===== config.mk =====
export PLATFORM = sky130hd
export DESIGN_NAME = mem_port_arbiter
export DESIGN_NICKNAME = d
export VERILOG_FILES = /design/src/rtl/mem_port_arbiter_pkg.sv /design/src/rtl/mem_arb_starve_ctr.sv /design/src/rtl/mem_port_arbiter.sv
export SDC_FILE = /design/constraint.sdc
export NUM_CORES = 1
export LEC_CHECK = 0
export ABC_CLOCK_PERIOD_IN_PS = 1600
export CAP_MARGIN = 10
export CORE_AREA = 2 2 92 94
export CTS_CLUSTER_DIAMETER = 60
export DETAILED_ROUTE_END_ITERATION = 16
export DIE_AREA = 0 0 94 96
export PLACE_DENSITY = 0.68
export SYNTH_ARGS = -nofsm -noshare
export SYNTH_HDL_FRONTEND = slang
export SYNTH_SLANG_ARGS = --single-unit

===== constraint.sdc =====
create_clock -name clk -period 1.6 [get_ports clk]
set_input_delay 0.4 -clock clk [delete_from_list [all_inputs] [get_ports clk]]
set_output_delay 0.4 -clock clk [all_outputs]
set_load 0.01 [all_outputs]

===== src/rtl/mem_port_arbiter_pkg.sv =====
// Shared types for the data-memory port arbiter.
// Core state, arbitration state, read-owner tag and request bundle.
package mem_port_arbiter_pkg;

  localparam int MEM_ADDR_W = 10;
  localparam int MEM_DATA_W = 32;

  typedef enum logic [1:0] {
    IDLE = 2'd0,
    RUN  = 2'd1,
    ERR  = 2'd2
  } state_e;

  typedef enum logic {
    ARB_CORE_PRI = 1'b0,
    ARB_NET_TURN = 1'b1
  } arb_state_e;

  typedef enum logic [1:0] {
    OWN_NONE = 2'd0,
    OWN_CORE = 2'd1,
    OWN_NET  = 2'd2
  } arb_owner_e;

  typedef struct packed {
    logic                  we;
    logic [MEM_ADDR_W-1:0] addr;
    logic [MEM_DATA_W-1:0] wdata;
  } mem_req_s;

endpackage


===== src/rtl/mem_arb_starve_ctr.sv =====
// Saturating count of consecutive lost network cycles.
// Flags when the count will reach the limit at the next edge.
module mem_arb_starve_ctr #(
  parameter int LIMIT = 4
) (
  input  logic clk,
  input  logic reset,
  input  logic net_req,
  input  logic net_gnt,
  output logic hit_next
);

  localparam logic [3:0] LIM = 4'(LIMIT);

  logic [3:0] starve_q;
  logic [3:0] starve_d;

  always_comb begin
    starve_d = starve_q;
    if (!net_req || net_gnt) begin
      starve_d = '0;
    end else if (starve_q < LIM) begin
      starve_d = starve_q + 4'd1;
    end
  end

  assign hit_next = (starve_d == LIM);

  always_ff @(posedge clk) begin
    if (reset) begin
      starve_q <= '0;
    end else begin
      starve_q <= starve_d;
    end
  end

endmodule


===== src/rtl/mem_port_arbiter.sv =====
// Two-requester arbiter for the single-port data memory.
// Core has priority in RUN; a starvation guard forces network turns.
module mem_port_arbiter
  import mem_port_arbiter_pkg::*;
#(
  parameter int ADDR_W       = MEM_ADDR_W,
  parameter int DATA_W       = MEM_DATA_W,
  parameter int STARVE_LIMIT = 4
) (
  input  logic              clk,
  input  logic              reset,
  input  state_e            core_state_i,
  input  logic              core_req_i,
  input  logic              core_we_i,
  input  logic [ADDR_W-1:0] core_addr_i,
  input  logic [DATA_W-1:0] core_wdata_i,
  output logic              core_gnt_o,
  output logic              core_stall_o,
  output logic              core_rvalid_o,
  output logic [DATA_W-1:0] core_rdata_o,
  input  logic              net_req_i,
  input  logic              net_we_i,
  input  logic [ADDR_W-1:0] net_addr_i,
  input  logic [DATA_W-1:0] net_wdata_i,
  output logic              net_gnt_o,
  output logic              net_rvalid_o,
  output logic [DATA_W-1:0] net_rdata_o,
  output logic              mem_en_o,
  output logic              mem_we_o,
  output logic [ADDR_W-1:0] mem_addr_o,
  output logic [DATA_W-1:0] mem_wdata_o,
  input  logic [DATA_W-1:0] mem_rdata_i
);

  arb_state_e arb_q, arb_d;
  arb_owner_e owner_q, owner_d;
  mem_req_s   core_r, net_r, win;
  logic       core_elig;
  logic       starve_hit;

  assign core_elig = (core_state_i == RUN) & core_req_i;

  assign core_r = '{we: core_we_i, addr: core_addr_i, wdata: core_wdata_i};
  assign net_r  = '{we: net_we_i, addr: net_addr_i, wdata: net_wdata_i};

  mem_arb_starve_ctr #(
    .LIMIT(STARVE_LIMIT)
  ) u_starve (
    .clk     (clk),
    .reset   (reset),
    .net_req (net_req_i),
    .net_gnt (net_gnt_o),
    .hit_next(starve_hit)
  );

  always_comb begin
    core_gnt_o = 1'b0;
    net_gnt_o  = 1'b0;
    arb_d      = arb_q;
    if (!reset) begin
      unique case (arb_q)
        ARB_CORE_PRI: begin
          if (core_elig) core_gnt_o = 1'b1;
          else if (net_req_i) net_gnt_o = 1'b1;
        end
        ARB_NET_TURN: begin
          if (net_req_i) net_gnt_o = 1'b1;
          else if (core_elig) core_gnt_o = 1'b1;
        end
        default: ;
      endcase
    end
    if (net_gnt_o || !net_req_i) arb_d = ARB_CORE_PRI;
    else if (starve_hit) arb_d = ARB_NET_TURN;
  end

  always_comb begin
    owner_d = OWN_NONE;
    unique case (1'b1)
      core_gnt_o & ~core_we_i: owner_d = OWN_CORE;
      net_gnt_o & ~net_we_i:   owner_d = OWN_NET;
      default:                 owner_d = OWN_NONE;
    endcase
  end

  always_comb begin
    win = '0;
    if (core_gnt_o) win = core_r;
    else if (net_gnt_o) win = net_r;
  end

  assign mem_en_o    = core_gnt_o | net_gnt_o;
  assign mem_we_o    = win.we;
  assign mem_addr_o  = win.addr;
  assign mem_wdata_o = win.wdata;

  assign core_stall_o = core_elig & ~core_gnt_o;

  // In-flight responses are suppressed while reset is held.
  assign core_rvalid_o = (owner_q == OWN_CORE) & ~reset;
  assign net_rvalid_o  = (owner_q == OWN_NET) & ~reset;
  assign core_rdata_o  = core_rvalid_o ? mem_rdata_i : '0;
  assign net_rdata_o   = net_rvalid_o ? mem_rdata_i : '0;

  always_ff @(posedge clk) begin
    if (reset) begin
      arb_q   <= ARB_CORE_PRI;
      owner_q <= OWN_NONE;
    end else begin
      arb_q   <= arb_d;
      owner_q <= owner_d;
    end
  end

endmodule


==> reports/metrics.cfg, run 1 <==
[synthesis]
yosysTopAreaCellShare_pct=34.0
synth_fp_nets=282
synth_cell_types=22
synth_cells=157
yosys_register_bits=7
synth_area_mm2=0.00118
synth_warnings=0
synth_top_area_cell=and2_1
syn_avg_cell_area_um2=7.50
ys_seq_area_share_pct=11.9
synth_area_leaders=and2_1 34%, a22o_1 32%, dfxtp_1 12%

[floorplan]
core-area_mm2=0.00805
design.die.area_mm2=0.00902
io_pins=237
die_h_um=96
start_util_pct=14.6
die_w_um=94
fp-row-count=33

[detailed_routing]
dr_wl_met3_um=793
first_pass_iters=4
wl_met1_um=2910
drt_wl_total_um=8670
ant_nets=0
num_vias=2321
wire_per_inst_um=16.2
via_per_inst=4.33
routed.top_layer=met4
dr.first_iter.drc_count=21
drc_errors=0
route.met2.wl_um=4950

[clocking]
numCtsBuffers=3
clockBufferDepth=2
clk_pin_slew_ns=0.04
hold_buffers=0
clk_latency_ns=0.23
cts_tree=done
cts_sinks=7
htree_levels=1
root_buffer=clkbuf_8

[hold_path]
holdCritPathClass=flop to flop

[placement]
dp_hpwl_um=6070
io_buffers=236
place_congestion=0.718

[sta]
max_freq_mhz=487
min_period_ns=2.06
timing.final.ws_setup_ns=-0.455
finalHoldViolations=0
finalClockSkew_ns=0.000681
setup_viol=111
period_share_pct=128
relSlewSlack_pct=80.6
rsz0062_at_grt=yes
slew_viol_final=0
hold_ws_ns=0.477
tightest_slew_ns=0.287

[run_status]
status=finished with violations
failed_checks=negative setup slack

[critical_path]
crit_chain=buf_6, and4bb_2, a21boi_4, buf_12, buf_12, buf_12, a22o_1, buf_2
cp.arrival_ns=1.66
critPathCaptureType=primary output
cp-start-kind=input port
cpMostUsedCell=buf_12
crit_fanout=7
crit_type=input port to primary output
slowest_stage=and4bb_2
crit_path_max_incr_delay_ns=0.30
cp.required_ns=1.20

[final_layout]
area_growth_pct=264
num_antenna_cells=0
finalNetCount=557
drive_above_1_share_pct=54.5
fin_util_pct=53.2

[grt]
grt_max_degree=24
grt_pass1_wl_um=11500
antenna_found_initial=0
grt_usage_pct=16.4
overflow=0
grt_pass1_vias=2252

[pwr]
ir_drop_uv=151
power_leakage_nw=2.04
powerDensity_mw_per_mm2=263

[flow_run]
maxCapViolCount=0

## state kept, by name (all words and copies together), names as in the netlist
| name | flops |
|---|---|
| u_starve.starve_q | 4 |
| owner_q | 2 |
| arb_q | 1 |
## worst max-delay path, delay by kind of cell
kind                   cells  cell delay, ns
and+or+nand+nor            1            0.30
buffers and inverters      5            0.59
AOI/OAI and AO/OA          2            0.36
## cells by family (layout without fill, tap and decap cells)
family | count (synthesis) | count (layout) | synth area share [%]
AOI/OAI and AO/OA | 50 | 50 | 36.6
xor gates and xnor gates | 1 | 1 | 0.744
adders and majority gates | 1 | 1 | 1.06
buffers and inverters | 17 | 291 | 7.23
DFF | 7 | 7 | 11.9
and+or+nand+nor | 81 | 81 | 42.5
## through the flow
stage                     power [W]  cells  instance area, um^2  setup TNS (ns)  setup WS [ns]
after floorplan            0.000336    157                 1180           -4.56         -0.126
after global placement     0.000832    495                 3730         -108.78          -1.14
after detailed placement   0.000838    495                 3730         -109.58          -1.15
after CTS                   0.00111    536                 3940          -32.21         -0.540
after global routing        0.00119    536                 4280          -34.11         -0.515
final                       0.00113    536                 4280          -29.25         -0.455
## synthesized netlist by cell type
cell type / number
nor4bb_1: 1
ha_1: 1
dfxtp_1: 7
or2_2: 1
xnor2_1: 1
nor3_1: 2
a22o_1: 43
a21oi_1: 4
inv_1: 2
clkbuf_1: 6
buf_2: 5
nor2_1: 5
a21boi_4: 1
nor3b_1: 2
and2_1: 64
nand3b_1: 1
o21ai_0: 1
and4bb_2: 1
nor2b_1: 2
nand2_1: 2
o311a_1: 1
buf_4: 4
## power by group
| group | switching [W] | total (W) | internal, W |
|---|---|---|---|
| clock network | 0.0000753 | 0.000247 | 0.000172 |
| logic | 0.000223 | 0.000701 | 0.000478 |
| registers | 0.00000197 | 0.000180 | 0.000178 |
| total | 0.000300 | 0.00113 | 0.000828 |
## placed cells by master, fill, tap and decap left out, drive strengths merged
master	instances
nor2	5
nor2b	2
or2	1
nand2	2
and4bb	1
clkbuf	5
nor4bb	1
a21oi	4
xnor2	1
o21ai	1
nand3b	1
nor3b	2
clkdlybuf4s50	118
and2	64
ha	1
nor3	2
inv	2
dfxtp	7
a21boi	1
clkdlybuf4s15	1
buf	165
a22o	43
o311a	1
## worst paths after layout
kind         slack (ns)                            start                     to  cells after the start
max               -0.46                            reset         mem_wdata_o[4]                      8
min                0.48  u_starve.starve_q[3]$_SDFF_PP0_     arb_q$_SDFFE_PP0N_                      1
max reg2reg        0.29               arb_q$_SDFFE_PP0N_  owner_q[0]$_SDFF_PP0_                      7
min reg2reg        0.48  u_starve.starve_q[3]$_SDFF_PP0_     arb_q$_SDFFE_PP0N_                      1
## what timing repair did
action                     4_1_cts  5_1_grt
setup endpoints to repair      114      113
pin swaps                       47       35
gates resized for setup        549      105
buffers inserted                26        5
gates cloned                    12        2
## routing by layer
layer  vias to the layer above  global-route usage [%]
li1                       1111                       -
met1                      1073                    16.7
met2                       135                    32.7
met3                         2                    4.78
met4                         0                    3.62
met5                         -                       0
## final cells by class
cell class	instances	area, um^2
Clock buffer	4	45.0
Tap cell	105	131
Fill cell	735	3770
Timing Repair Buffer	285	2830
Inverter	2	7.51
Sequential cell	7	144
Multi-Input combinational cell	133	1130
No activity file was read; power rests on OpenSTA's default activity.
==> run 2, diff against run 1 <==
--- a/config.mk
+++ b/config.mk
@@ -12,6 +12,7 @@
 export DETAILED_ROUTE_END_ITERATION = 16
 export DIE_AREA = 0 0 94 96
 export PLACE_DENSITY = 0.68
+export SKIP_LAST_GASP = 1
 export SYNTH_ARGS = -nofsm -noshare
 export SYNTH_HDL_FRONTEND = slang
 export SYNTH_SLANG_ARGS = --single-unit
==> reports/metrics.cfg, run 2 (synthesis results as in run 1) <==
[final_layout]
largest_register=u_starve.starve_q
multiInputGateArea_mm2=0.00113  ; unchanged
num_antenna_cells=0  ; unchanged
largest_reg_flops=4  ; unchanged
ff_latch_area_um2=143  ; -0.87%
mostFrequentLayoutCells=118 x clkdlybuf4s50_1, 89 x buf_6, 55 x and2_4
fin_cells=537  ; +0.19%
largestRegisters=u_starve.starve_q (4), owner_q (2), arb_q (1)
fillCellCount=739  ; +0.54%
drive_above_1_share_pct=54.2  ; -0.36 points
finalNetCount=558  ; +0.18%
area_growth_pct=265
layout_commonest_cell=clkdlybuf4s50_1

[pwr]
ir_drop_uv=151  ; -0.17%
total_power_w=0.00113  ; +0.56%
power_leakage_nw=2.05  ; +0.35%
combPwrFrac_pct=62.3  ; +0.2 points
seqPwrFrac_pct=15.8  ; about the same
power_switching_w=0.000302  ; +0.68%
powerDensity_mw_per_mm2=264  ; +0.24%
p_clk_share_pct=21.9  ; about the same
p_sw_share_pct=26.6  ; +0.032 points
intPower_w=0.000832  ; +0.51%

[critical_path]
crit_path_start=reset
cp.arrival_ns=1.66  ; about the same
cp-start-kind=input port
cp.required_ns=1.20  ; about the same
crit_type=input port to primary output
reg2regPathDepth=7  ; unchanged
crit_path_max_incr_delay_ns=0.30  ; about the same
crit_buf_inv=5  ; unchanged
cpMostUsedCell=buf_12
crit_chain=buf_6, and4bb_2, a21boi_4, buf_12, buf_12, buf_12, a22o_1, buf_2
r2r_start=arb_q$_SDFFE_PP0N_
crit_fanout=7  ; unchanged
slowest_stage=and4bb_2
rrSetupSlack_ns=0.28  ; about the same
r2r-end=owner_q[0]$_SDFF_PP0_
critPathCaptureType=primary output
crit_family=buffers and inverters

[clocking]
clockBufferDepth=2  ; unchanged
cts_tree=done
clk_latency_ns=0.23  ; about the same
clk_pin_slew_ns=0.04  ; about the same
cts_sinks=7  ; unchanged
numCtsBuffers=3  ; unchanged
htree_levels=1  ; unchanged
root_buffer=clkbuf_8

[hold_path]
hold_end=arb_q$_SDFFE_PP0N_
hold_path_depth=1  ; unchanged
holdCritPathClass=flop to flop
hp-start=u_starve.starve_q[3]$_SDFF_PP0_

[grt]
grt_pass1_vias=2253  ; +0.044%
grt_max_degree=24  ; unchanged
grt_usage_pct=16.3  ; -0.066 points
antenna_found_initial=0  ; unchanged
overflow=0  ; unchanged
grt_pass1_wl_um=11400  ; -0.36%

[run_status]
failed_checks=negative setup slack
status=finished with violations

[flow_run]
maxCapViolCount=0  ; unchanged

[floorplan]
fp-row-count=33  ; unchanged
io_pins=237  ; unchanged
die_w_um=94  ; unchanged
design.die.area_mm2=0.00902  ; unchanged
die_h_um=96  ; unchanged
start_util_pct=14.6  ; unchanged
core-area_mm2=0.00805  ; unchanged

[detailed_routing]
drc_errors=0  ; unchanged
ant_nets=0  ; unchanged
via_per_inst=4.32  ; -0.14%
drt_wl_total_um=8750  ; +0.92%
wire_per_inst_um=16.3  ; +0.73%
first_pass_iters=4  ; unchanged
num_vias=2322  ; +0.043%
dr.first_iter.drc_count=17  ; -19%

[sta]
hold_ws_ns=0.486  ; +0.00933 ns
period_share_pct=129  ; about the same
relSlewSlack_pct=80.5  ; -0.11 points
finalClockSkew_ns=0.000299  ; -0.000382 ns
slew_viol_final=0  ; unchanged
finalHoldViolations=0  ; unchanged
rsz0062_at_grt=yes
timing.final.ws_setup_ns=-0.457  ; -0.00181 ns
tightest_slew_ns=0.289  ; +0.00163 ns
min_period_ns=2.06  ; +0.00181 ns
setup_viol=112  ; +0.90%
max_freq_mhz=486  ; about the same

[placement]
dp_hpwl_um=6070  ; unchanged
io_buffers=236  ; unchanged
dpl.cell_count=495  ; unchanged
place_congestion=0.718  ; unchanged

## run 2: repair_timing
item,4_1_cts,5_1_grt
pin swaps,47,34
setup endpoints to repair,114,113
setup buffers,26,5
gates resized for setup,537,110
gates cloned,12,3
hold buffers,0,0
## run 2: worst max-delay path by stage
stage,end,slack (ns),cells after the start
6_report,mem_wdata_o[4],-0.46,8
5_1_grt,mem_wdata_o[4],-0.51,8
2_1_floorplan,mem_addr_o[0],-0.13,4
4_1_cts,mem_wdata_o[20],-0.54,9
3_5_place_dp,mem_wdata_o[4],-1.15,6
3_3_place_gp,mem_wdata_o[4],-1.14,6
## run 2: final cells by class
cell class / instances / share of cell area (%)
multi-input combinational: 133 / 26.2
timing repair buffer: 286 / 66.2
clock buffer: 4 / 1.05
tap: 105 / 3.06
sequential: 7 / 3.32
inverter: 2 / 0.175
## run 2: metrics by stage
stage / utilization (%) / setup WS (ns) / area [um^2] / TNS, ns
after global routing: 53.4 / -0.515 / 4300 / -32.96
final: 53.4 / -0.457 / 4300 / -28.12
after global placement: 46.3 / -1.14 / 3730 / -108.78
after detailed placement: 46.3 / -1.15 / 3730 / -109.58
after floorplan: - / -0.126 / 1180 / -4.56
after CTS: 48.5 / -0.540 / 3910 / -32.49
## run 2: power by group through the flow
stage          Sequential (W)  Combinational, W  Clock, W
3_3_place_gp         0.000181          0.000650         0
2_1_floorplan        0.000181          0.000155         0
3_5_place_dp         0.000181          0.000657         0
6_report             0.000179          0.000707  0.000248
5_1_grt              0.000179          0.000752  0.000268
4_1_cts              0.000179          0.000676  0.000254
## run 2: layer usage
| layer | up-vias | track usage (%) | share of wire (%) |
|---|---|---|---|
| li1 | 1113 | - | - |
| met3 | 4 | 4.78 | 9.8 |
| met5 | - | 0 | 0 |
| met1 | 1062 | 16.5 | 32 |
| met2 | 143 | 32.6 | 57 |
| met4 | 0 | 3.74 | 0.64 |
==> run 3, diff against run 2 <==
--- a/config.mk
+++ b/config.mk
@@ -5,13 +5,14 @@
 export SDC_FILE = /design/constraint.sdc
 export NUM_CORES = 1
 export LEC_CHECK = 0
+export ABC_AREA = 1
 export ABC_CLOCK_PERIOD_IN_PS = 1600
-export CAP_MARGIN = 10
-export CORE_AREA = 2 2 92 94
+export CAP_MARGIN = 20
+export CORE_AREA = 2 2 91 93
 export CTS_CLUSTER_DIAMETER = 60
 export DETAILED_ROUTE_END_ITERATION = 16
-export DIE_AREA = 0 0 94 96
-export PLACE_DENSITY = 0.68
+export DIE_AREA = 0 0 93 95
+export PLACE_DENSITY = 0.75
 export SKIP_LAST_GASP = 1
 export SYNTH_ARGS = -nofsm -noshare
 export SYNTH_HDL_FRONTEND = slang
==> reports/metrics.cfg, run 3 <==
[grt]
grt_pass1_wl_um=13800  ; +21%
overflow=0  ; unchanged
grt_pass1_vias=2938  ; +30%
antenna_found_initial=0  ; unchanged
grt_max_degree=39  ; +63%
grt_usage_pct=19.3  ; +3.0 points

[critical_path]
cp.arrival_ns=1.53  ; -0.13 ns
crit_fanout=4  ; -3
critPathCaptureType=primary output
crit_type=flop to primary output
cp-start-kind=flop
cp.required_ns=1.20  ; about the same
reg2regPathDepth=8  ; +1

[pwr]
powerDensity_mw_per_mm2=259  ; -1.7%
total_power_w=0.00133  ; +18%
ir_drop_uv=175  ; +16%
power_leakage_nw=2.79  ; +36%

[synthesis]
synth_area_leaders=nand2_1 18%, nor2_1 17%, nand2_4 15%
synth_top_area_cell=nand2_1
yosysTopAreaCellShare_pct=17.5  ; -16 points
synth_fp_nets=421  ; +49%
synth_commonest_cells=75 x nand2_1, 74 x nor2_1, 46 x nand3_1
synth_area_mm2=0.00161  ; +36%
syn_avg_cell_area_um2=5.42  ; -28%
ys.flop_type=dfxtp_1
synth_warnings=0  ; unchanged
synth_cell_types=20  ; -9.1%
synth.most_common_cell=nand2_1
synth_edf_count=0  ; unchanged
ys_seq_area_share_pct=8.73  ; -3.2 points
synth_cells=296  ; +89%
yosys_register_bits=7  ; unchanged
ys_async_sr_fraction_pct=0  ; unchanged

[final_layout]
mostFrequentLayoutCells=117 x clkdlybuf4s50_1, 67 x buf_2, 57 x buf_6
largest_reg_flops=4  ; unchanged
area_growth_pct=220
drive_above_1_share_pct=56.5  ; +2.4 points
largestRegisters=u_starve.starve_q (4), owner_q (2), arb_q (1)
largest_register=u_starve.starve_q
finalNetCount=708  ; +27%
num_antenna_cells=0  ; unchanged
fin_util_pct=64.9  ; +12 points
layout_commonest_cell=clkdlybuf4s50_1
fillCellCount=655  ; -11%
final_area_mm2=0.00514  ; +20%

[clocking]
cts_sinks=7  ; unchanged
cts_tree=done
htree_levels=1  ; unchanged
clk_latency_ns=0.23  ; about the same
hold_buffers=0  ; unchanged
clockBufferDepth=2  ; unchanged
root_buffer=clkbuf_8
clk_pin_slew_ns=0.04  ; about the same
numCtsBuffers=3  ; unchanged

[placement]
dp_slack_ns=-1.01  ; +0.143 ns
dpl-instance-area_mm2=0.00417  ; +12%
place_congestion=0.755  ; +5.1%
dp_hpwl_um=6540  ; +7.7%
io_buffers=236  ; unchanged

[detailed_routing]
drc_errors=0  ; unchanged
first_pass_iters=4  ; unchanged
dr.first_iter.drc_count=76  ; +59
drt_wl_total_um=10400  ; +19%
ant_nets=0  ; unchanged
wire_per_inst_um=15.1  ; -7.3%
via_per_inst=4.41  ; +2.0%
num_vias=3031  ; +31%

[sta]
max_freq_mhz=519  ; +6.8%
min_period_ns=1.93  ; -0.132 ns
finalClockSkew_ns=0.00413  ; +0.00383 ns
period_share_pct=120  ; -8.2 points
timing.final.ws_setup_ns=-0.325  ; +0.132 ns
setup_viol=108  ; -3.6%
relSlewSlack_pct=86.0  ; +5.5 points
slew_viol_final=0  ; unchanged
rsz0062_at_grt=yes
setup_tns_ns=-21.78  ; +6.34 ns
tightest_slew_ns=0.209  ; -0.0793 ns
finalHoldViolations=0  ; unchanged

[floorplan]
start_util_pct=20.2  ; +5.6 points
die_h_um=95  ; -1.0%
fp-row-count=33  ; unchanged
die_w_um=93  ; -1.1%
io_pins=237  ; unchanged
design.die.area_mm2=0.00884  ; -2.1%
core-area_mm2=0.00793  ; -1.5%

[hold_path]
holdCritPathClass=flop to flop
hold_path_depth=2  ; +1

[run_status]
status=finished with violations
failed_checks=negative setup slack

[flow_run]
maxCapViolCount=0  ; unchanged

-- run 3: cell types whose count changed after synthesis, sizes merged, moves of 2 or more --
cell,change
nand2,+95
nor2,+70
and2,-64
nand3,+46
inv,+45
a22o,-43
buf,+9
clkbuf,-6
a21oi,-3
nor2b,-2
nor3b,-2
-- run 3: report_power, final --
part	switching (W)	total [W]	internal [W]
clock	0.0000796	0.000252	0.000173
combinational	0.000371	0.000904	0.000533
sequential	0.00000198	0.000178	0.000176
-- run 3: stage by stage --
stage	hold WS, ns	instances
2_1_floorplan	0.465	296
3_3_place_gp	0.477	638
3_5_place_dp	0.518	638
4_1_cts	0.522	681
5_1_grt	0.533	687
6_report	0.523	687
-- run 3: repair_timing --
| action | 4_1_cts | 5_1_grt |
|---|---|---|
| pin swaps | 42 | 25 |
| gates cloned | 7 | 7 |
| setup endpoints to repair | 113 | 113 |
| gates resized for setup | 503 | 205 |
| setup buffers | 32 | 5 |
-- run 3: final cells by class --
cell class | count | area, um^2 | share of cell area, %
sequential | 7 | 146 | 2.85
clock buffer | 4 | 45.0 | 0.875
timing repair buffer | 300 | 3020 | 58.7
tap | 105 | 131 | 2.55
inverter | 47 | 194 | 3.77
multi-input combinational | 224 | 1610 | 31.2
-- run 3: worst max-delay path, cell delays in order, from the launching register on --
cell,delay (ns)
dfxtp_4,0.35
inv_4,0.03
nor3_4,0.17
inv_2,0.08
buf_12,0.13
buf_6,0.11
buf_6,0.11
buf_6,0.12
nor2_4,0.09
buf_6,0.10
-- run 3: worst paths after layout --
kind,from,slack [ns],end
setup / recovery,owner_q[1]$_SDFF_PP0_,-0.33,net_rdata_o[26]
setup reg to reg,arb_q$_SDFFE_PP0N_,0.45,owner_q[1]$_SDFF_PP0_
hold reg to reg,u_starve.starve_q[3]$_SDFF_PP0_,0.52,u_starve.starve_q[3]$_SDFF_PP0_
hold / removal,u_starve.starve_q[3]$_SDFF_PP0_,0.52,u_starve.starve_q[3]$_SDFF_PP0_
-- run 3: cell families after synthesis --
group | after synthesis | share of synthesized area (%)
compound gates | 3 | 1.79
flops | 7 | 8.73
simple gates | 220 | 66.3
buf+inv | 65 | 22.4
fa+ha+maj | 1 | 0.779
-- run 3: routing by layer --
metal | track usage (%) | part of all wire (%)
met4 | 6.62 | 1.3
met3 | 5.03 | 9.1
met2 | 36.4 | 54
met5 | 0 | 0
met1 | 20.7 | 35
